### config.mk
export PLATFORM = sky130hd
export DESIGN_NAME = led_pattern_ctrl
export DESIGN_NICKNAME = d
export VERILOG_FILES = /design/src/rtl/led_pattern_ctrl.sv
export SDC_FILE = /design/constraint.sdc
export NUM_CORES = 1
export LEC_CHECK = 0
export CORE_UTILIZATION = 50
export CTS_CLUSTER_DIAMETER = 150
export DETAILED_ROUTE_END_ITERATION = 12
export PLACE_DENSITY_LB_ADDON = 0.08
export SYNTH_ARGS = -nofsm -noshare
export SYNTH_HDL_FRONTEND = slang
export SYNTH_SLANG_ARGS = --single-unit
### constraint.sdc
create_clock -name clk -period 2 [get_ports clk]
set_clock_uncertainty 0.05 [all_clocks]
set_input_delay 0.2 -clock clk [delete_from_list [all_inputs] [get_ports clk]]
set_output_delay 0.2 -clock clk [all_outputs]
set_load 0.02 [all_outputs]
### src/rtl/led_pattern_ctrl.sv
// LED pattern controller: turns the 1 Hz divider strobe into off / solid / blink /
// counted-burst patterns on the board LED, with 4-bit PWM brightness.
module led_pattern_ctrl #(
    parameter int PWM_PERIOD = 15
) (
    input  logic       clk,
    input  logic       rst_n,
    input  logic       tick,
    input  logic [1:0] mode,
    input  logic [3:0] brightness,
    input  logic       start,
    input  logic [3:0] burst_len,
    output logic       led,
    output logic       busy,
    output logic       done
);

    localparam int PW = $clog2(PWM_PERIOD);

    typedef enum logic [2:0] {
        S_OFF,
        S_SOLID,
        S_BLINK_ON,
        S_BLINK_OFF,
        S_BURST_IDLE,
        S_BURST_ON,
        S_BURST_OFF
    } state_t;

    state_t        state, state_n;
    logic [3:0]    burst_cnt, cnt_n;
    logic [PW-1:0] pwm_cnt;
    logic          done_n;
    logic          busy_n;
    logic          phase_on;
    logic          pwm_hit;

    // Mode that each state belongs to; a mismatch with the mode input is a mode change.
    function automatic logic [1:0] state_mode(input state_t s);
        case (s)
            S_SOLID:                                state_mode = 2'b01;
            S_BLINK_ON, S_BLINK_OFF:                state_mode = 2'b10;
            S_BURST_IDLE, S_BURST_ON, S_BURST_OFF:  state_mode = 2'b11;
            default:                                state_mode = 2'b00;
        endcase
    endfunction

    // NOTE: every output of a combinational block gets a default first, otherwise
    // paths that skip an assignment infer latches.
    always_comb begin
        state_n = state;
        cnt_n   = burst_cnt;
        done_n  = 1'b0;
        if (mode != state_mode(state)) begin
            cnt_n = '0;
            unique case (mode)
                2'b00:   state_n = S_OFF;
                2'b01:   state_n = S_SOLID;
                2'b10:   state_n = S_BLINK_ON;
                default: state_n = S_BURST_IDLE;
            endcase
        end else begin
            case (state)
                S_BLINK_ON:  if (tick) state_n = S_BLINK_OFF;
                S_BLINK_OFF: if (tick) state_n = S_BLINK_ON;
                S_BURST_IDLE: begin
                    // start has priority; a coincident tick is simply not counted
                    if (start) begin
                        if (burst_len != 4'd0) begin
                            cnt_n   = burst_len;
                            state_n = S_BURST_ON;
                        end else begin
                            done_n = 1'b1;
                        end
                    end
                end
                S_BURST_ON: if (tick) state_n = S_BURST_OFF;
                S_BURST_OFF: begin
                    if (tick) begin
                        if (burst_cnt == 4'd1) begin
                            cnt_n   = '0;
                            state_n = S_BURST_IDLE;
                            done_n  = 1'b1;
                        end else begin
                            cnt_n   = burst_cnt - 4'd1;
                            state_n = S_BURST_ON;
                        end
                    end
                end
                default: ;
            endcase
        end
    end

    assign phase_on = (state == S_SOLID) || (state == S_BLINK_ON) || (state == S_BURST_ON);
    assign busy_n   = (state_n == S_BURST_ON) || (state_n == S_BURST_OFF);
    assign pwm_hit  = (32'(pwm_cnt) < 32'(brightness));

    // NOTE: sequential state uses non-blocking assignments so every flop samples
    // pre-edge values regardless of statement order.
    always_ff @(posedge clk or negedge rst_n) begin
        if (!rst_n) begin
            state     <= S_OFF;
            burst_cnt <= '0;
            pwm_cnt   <= '0;
            led       <= 1'b0;
            busy      <= 1'b0;
            done      <= 1'b0;
        end else begin
            state     <= state_n;
            burst_cnt <= cnt_n;
            pwm_cnt   <= (pwm_cnt == PW'(PWM_PERIOD - 1)) ? '0 : pwm_cnt + 1'b1;
            led       <= phase_on & pwm_hit;
            busy      <= busy_n;
            done      <= done_n;
        end
    end

endmodule

# After elaboration in Yosys (flattened, before gate mapping)

Index checks and enable logic that the tools add are counted.

$add $sub $neg: 2
Order comparisons: 1
Equality and inequality tests: 16
Multiplexer cells: 24
Bitwise logic cells: 1
Reduce and logical (&&, ||, !) cells: 9

Operators by type and width:

| operator              | number |
|---|---|
| $mux W4               | 6 |
| $mux W3               | 7 |
| $eq A3 B3 Y1 const B  | 5 |
| $pmux W3 S5           | 1 |
| $ne A3 B3 Y1 const B  | 3 |
| $pmux W3 S3           | 1 |
| $pmux W4 S2           | 1 |
| $eq A3 B2 Y1 const B  | 2 |
| $mux W1               | 6 |
| $pmux W2 S3           | 1 |
| $add A4 B1 Y4 const B | 1 |
| $eq A4 B1 Y1 const B  | 1 |
| $eq A4 B4 Y1 const B  | 1 |
| $lt A4 B4 Y1          | 1 |
| $reduce_and A4 Y1     | 1 |
| $reduce_bool A4 Y1    | 1 |
| $sub A4 B1 Y4 const B | 1 |
| $eq A3 B1 Y1 const B  | 1 |
| $logic_or A1 B1 Y1    | 3 |
| $reduce_bool A3 Y1    | 1 |
| $reduce_or A3 Y1      | 1 |
| $eq A2 B1 Y1 const B  | 1 |
| $eq A2 B2 Y1 const B  | 1 |
| $logic_not A2 Y1      | 1 |
| other kinds (4)       | 4 |

Register bits: 14
Input port bits: 14
Output and inout port bits: 3

# Logic depth before layout (Yosys ltp)

Gate-level depths: netlist of run 1.

Word-level depth: 7
Depth in mapped cells: 6
Mapped depth without buffers: 6

# Worst setup path before layout of run 1

No wires, ideal clock.

Path type: reg-to-reg
From: reg state[1]
To: reg busy
Setup time: 0.079 ns
Arrival time: 1.417 ns
Data required time: 1.871 ns
Setup slack: 0.454 ns
Stages on the path, launching flop included: 6
Buffers on the path: 1
Clock period less this slack: 1.546 ns
Cells stage by stage: dfrtp_1 -> buf_2 -> nor4b_1 -> a31oi_1 -> a221oi_2 -> mux2i_1

Cells in the longest elaborated chain, start to end: 7
Elaborated cells on any way between the ends: 21

Ends and longest elaborated chain:

| what                                                        | line   | RTL |
|---|---|---|
| from (decl)                                                 | 30     | `state_t state, state_n;` |
| from (signal assigned)                                      | 110    | `state <= state_n;` |
| $eq A3 B3 Y1 / $eq A3 B2 Y1 (equally long branches)         | 40, 63 |  |
| $reduce_or A3 Y1 / $reduce_or A2 Y1 (equally long branches) | 40     | `case (s)` |
| $pmux W2 S3                                                 | 40     |  |
| $ne A2 B2 Y1                                                | 54     | `if (mode != state_mode(state)) begin` |
| $mux W3 (*)                                                 | 54     |  |
| $eq A3 B3 Y1                                                | 96     | `assign busy_n = (state_n == S_BURST_ON) \|\| (state_n == S_BURST_OFF);` |
| $logic_or A1 B1 Y1 (*)                                      | 96     |  |
| via busy_n                                                  | 34     | `logic busy_n;` |
| to (signal assigned)                                        | 114    | `busy <= busy_n;` |
| to (decl)                                                   | 14     | `output logic busy,` |

The timed path passes the listed nets; every way through them passes the cells marked *.
A chain may end at the register's enable or synchronous reset.

# Worst setup path after layout of run 1

Ends and elaborated chain as after synthesis.

==> results of run 1 <==
==> layer usage <==
metal | global-route usage [%] | part of all wire (%)
met1 | 26.62 | 50
met2 | 32.78 | 44
met3 | 2.353 | 3.1
met4 | 10.59 | 2.3
met5 | 0 | 0
==> registers in the layout, indices dropped and copies added (netlist names) <==
signal and flops:
burst_cnt 4, busy 1, done 1, led 1
pwm_cnt 4, state 3
==> power groups by stage <==
stage                     Combinational [mW]  Clock (mW)  Sequential (mW)
after detailed placement               0.151           0            0.326
after floorplan                       0.0994           0            0.316
after CTS                              0.151       0.161            0.320
after global routing                   0.167       0.169            0.324
after global placement                 0.148           0            0.325
final                                  0.150       0.152            0.320
==> cell type report <==
class / instances / area share (%)
sequential: 14 / 29.38
timing repair buffer: 17 / 14.06
tap: 25 / 2.623
clock buffer: 3 / 1.889
multi-input combinational: 79 / 49.84
inverter: 7 / 2.204
==> worst max-delay path, delay by kind of cell (launching register included) <==
family	cells	cell delay (ns)
AO/OA/AOI/OAI	2	0.41
flip-flops	1	0.54
multiplexers	1	0.21
AND/OR/NAND/NOR	1	0.44
==> cell usage after synthesis, types with 2 or more instances <==
library cell / number
nand2b_1: 4
a21oi_1: 2
dfrtp_1: 14
nor2_1: 5
inv_1: 7
a31oi_1: 4
o21ai_0: 6
nor3_1: 2
mux2_2: 2
nor4_1: 3
nand3b_1: 2
nor2b_1: 3
buf_2: 4
ha_1: 5
a21o_1: 4
nor4b_1: 2
nand2_1: 7
mux2i_1: 2
and3b_1: 2
a211oi_1: 4
==> final timing paths <==
kind                               to  slack, ns  depth (start not counted)        from
max                              busy       0.26                          4    state[1]
max reg2reg                      busy       0.26                          4    state[1]
min                          state[1]       0.26                          1       rst_n
min reg2reg                pwm_cnt[0]       0.51                          1  pwm_cnt[0]
max in group asynchronous  pwm_cnt[3]       1.25                          1       rst_n
min in group clk           pwm_cnt[0]       0.51                          1  pwm_cnt[0]
==> kinds of logic after synthesis <==
group	count (synthesis)	synth area share, %
and+or+nand+nor	42	27.91
AOI/OAI and AO/OA	27	20.58
DFF	14	35.35
buffers and inverters	11	4.672
adders and majority gates	5	6.313
muxes	4	4.293
xor gates and xnor gates	1	0.8840
==> summary.md, run 1 <==
| Metric | Value |
|---|---|
| Synthesized area | 991.0 sq um |
| Net Switching | 173.6 uW |
| Worst Path Required | 2.15 ns |
| Crit-path slowest cell | dfrtp_1 |
| Crit Path Max Fanout | 15 |
| Die H | 46.52 um |
| Combinational Power Share | 24.2% |
| Initial detailed-routing violation count | 8 |
| Vias | 819 |
| CP Class | reg2reg |
| Commonest non-fill, non-tap cell in the layout | clkdlybuf4s50_1 |
| TNS Setup | 0 ns |
| VDD IR-drop max | 0.2453 mV |
| Root Driver | clkbuf_4 |
| Max Clk Rate | 0.5749 GHz |
| Inst Count DP | 142 |
| Pin count of the biggest net entering global routing | 16 |
| CTS Buf Count | 3 |
| Fin crit share | 86.97% |
| # rows | 15 |
| Dpl ws | 0.05494 ns |
| Initial antenna violation count | 0 |
| Synth top area cells | dfrtp_1 (35%), ha_1 (6.3%), o21ai_0 (3.0%) |
| DIE WIDTH | 46.52 um |
| DRT Pass-1 Iters | 4 |
| Cell Chain, Critical Path | and4bb_2 > a2bb2oi_1 > a221oi_2 > mux2i_1 |
| Hold_ws | 0.2553 ns |
| Seq pwr share | 51.5% |
| Relative slew slack | 59.39% |
| Global route total overflow | 0 |
| Routed Wire Length | 1817 um |
| Commonest non-fill, non-tap cells in the layout | clkdlybuf4s50_1 (16), dfrtp_1 (14), inv_1 (7), nand2_1 (7), o21ai_0 (6) |
| CTS Hold Bufs | 0 |
| Clk network pwr share | 24.4% |
| Slowest stage delay, CP | 0.54 ns |
| Gr usage total | 20.45% |
| Synth Flop Type | dfrtp_1 |
| Routed wire length per instance | 12.53 um |
| Die Area | 0.002164 sq mm |
| Area growth syn-to-layout | 20.33% |
| Net count, final | 141 |
| Startpoint class of the critical path | flop |
| # setup viols final | 0 |
| Post-Syn Area per Cell | 9.528 sq um |
| Syn nets | 123 |
| First-pass GRT wire length | 3125 um |
| Clk sinks | 14 |
| Clock Path Buffers | 2 |
| Core Region | 0.001783 sq mm |
| Int Pwr | 448.5 uW |
| Synth async-reset ratio | 100.0% |
| Seq cells post-synth | 14 |
| Number of buffers added for setup after CTS | 0 |
| Sequential share of the synthesized area | 35.35% |
| Fin. Hold Viols | 0 |
| Total power | 622.2 uW |
| Number of flops mapped to enable cells by yosys | 0 |
| Share of the synthesized area in the top cell type | 35.35% |
| Initial core utilization | 55.58% |
| Worst hold path type | in2async |
| Layout cells sized above 1 | 10.00% |
| Post-CTS sizing | 0 |
| Post-DP HPWL | 1393 um |
| Post-synthesis cell type count | 40 |
| Switching Fraction | 27.91% |
| IO buf count | 16 |
| Ant diodes | 0 |
| Max cap viols | 0 |
| Min cycle time layout | 1.739 ns |
| Yosys warning total | 0 |
| Routed vias/inst | 5.648 |
| DRC | 0 |
| Post-layout util | 66.88% |
| Design Area, Final | 0.001192 sq mm |
| Worst-path clk slew | 0.07 ns |
| I/O pins | 17 |
| Max Slew Vio Count | 0 |
| Synth area leader | dfrtp_1 |
| Crit end category | flop |
| Htree depth | 1 |
| RSZ-0062 raised after global routing | false |
| Worst-Margin Slew | 0.6072 ns |
| Lkg Pwr | 0.5296 nW |
| Placed Area | 0.001170 sq mm |
| Fill cell count | 159 |
| Vias in the first global route | 754 |
| Arrival time worst endpoint | 1.89 ns |
| Power per cell area | 521.8 mW/mm^2 |
| Global placement routability congestion | 0.7747 |
| Reg area | 350.3 sq um |
| Footprint of the multi-input gates | 594.3 sq um |
| Skew-Pair Late Insertion Delay | 0.27 ns |
| Fin cells | 145 |
| Outcome | finished clean |
| Antenna viol nets, final | 0 |
| CTS tree | built |
| Final setup slack of the worst path | 0.2606 ns |
| Synth Instances | 104 |
No activity file was read; power rests on OpenSTA's default activity.
==> inputs of run 2 (changes only) <==
- CAP_MARGIN: unset -> 0
- SKIP_LAST_GASP: unset -> 1
==> results of run 2 <==
Final layout, timing and power as in run 1 (identical DEF).
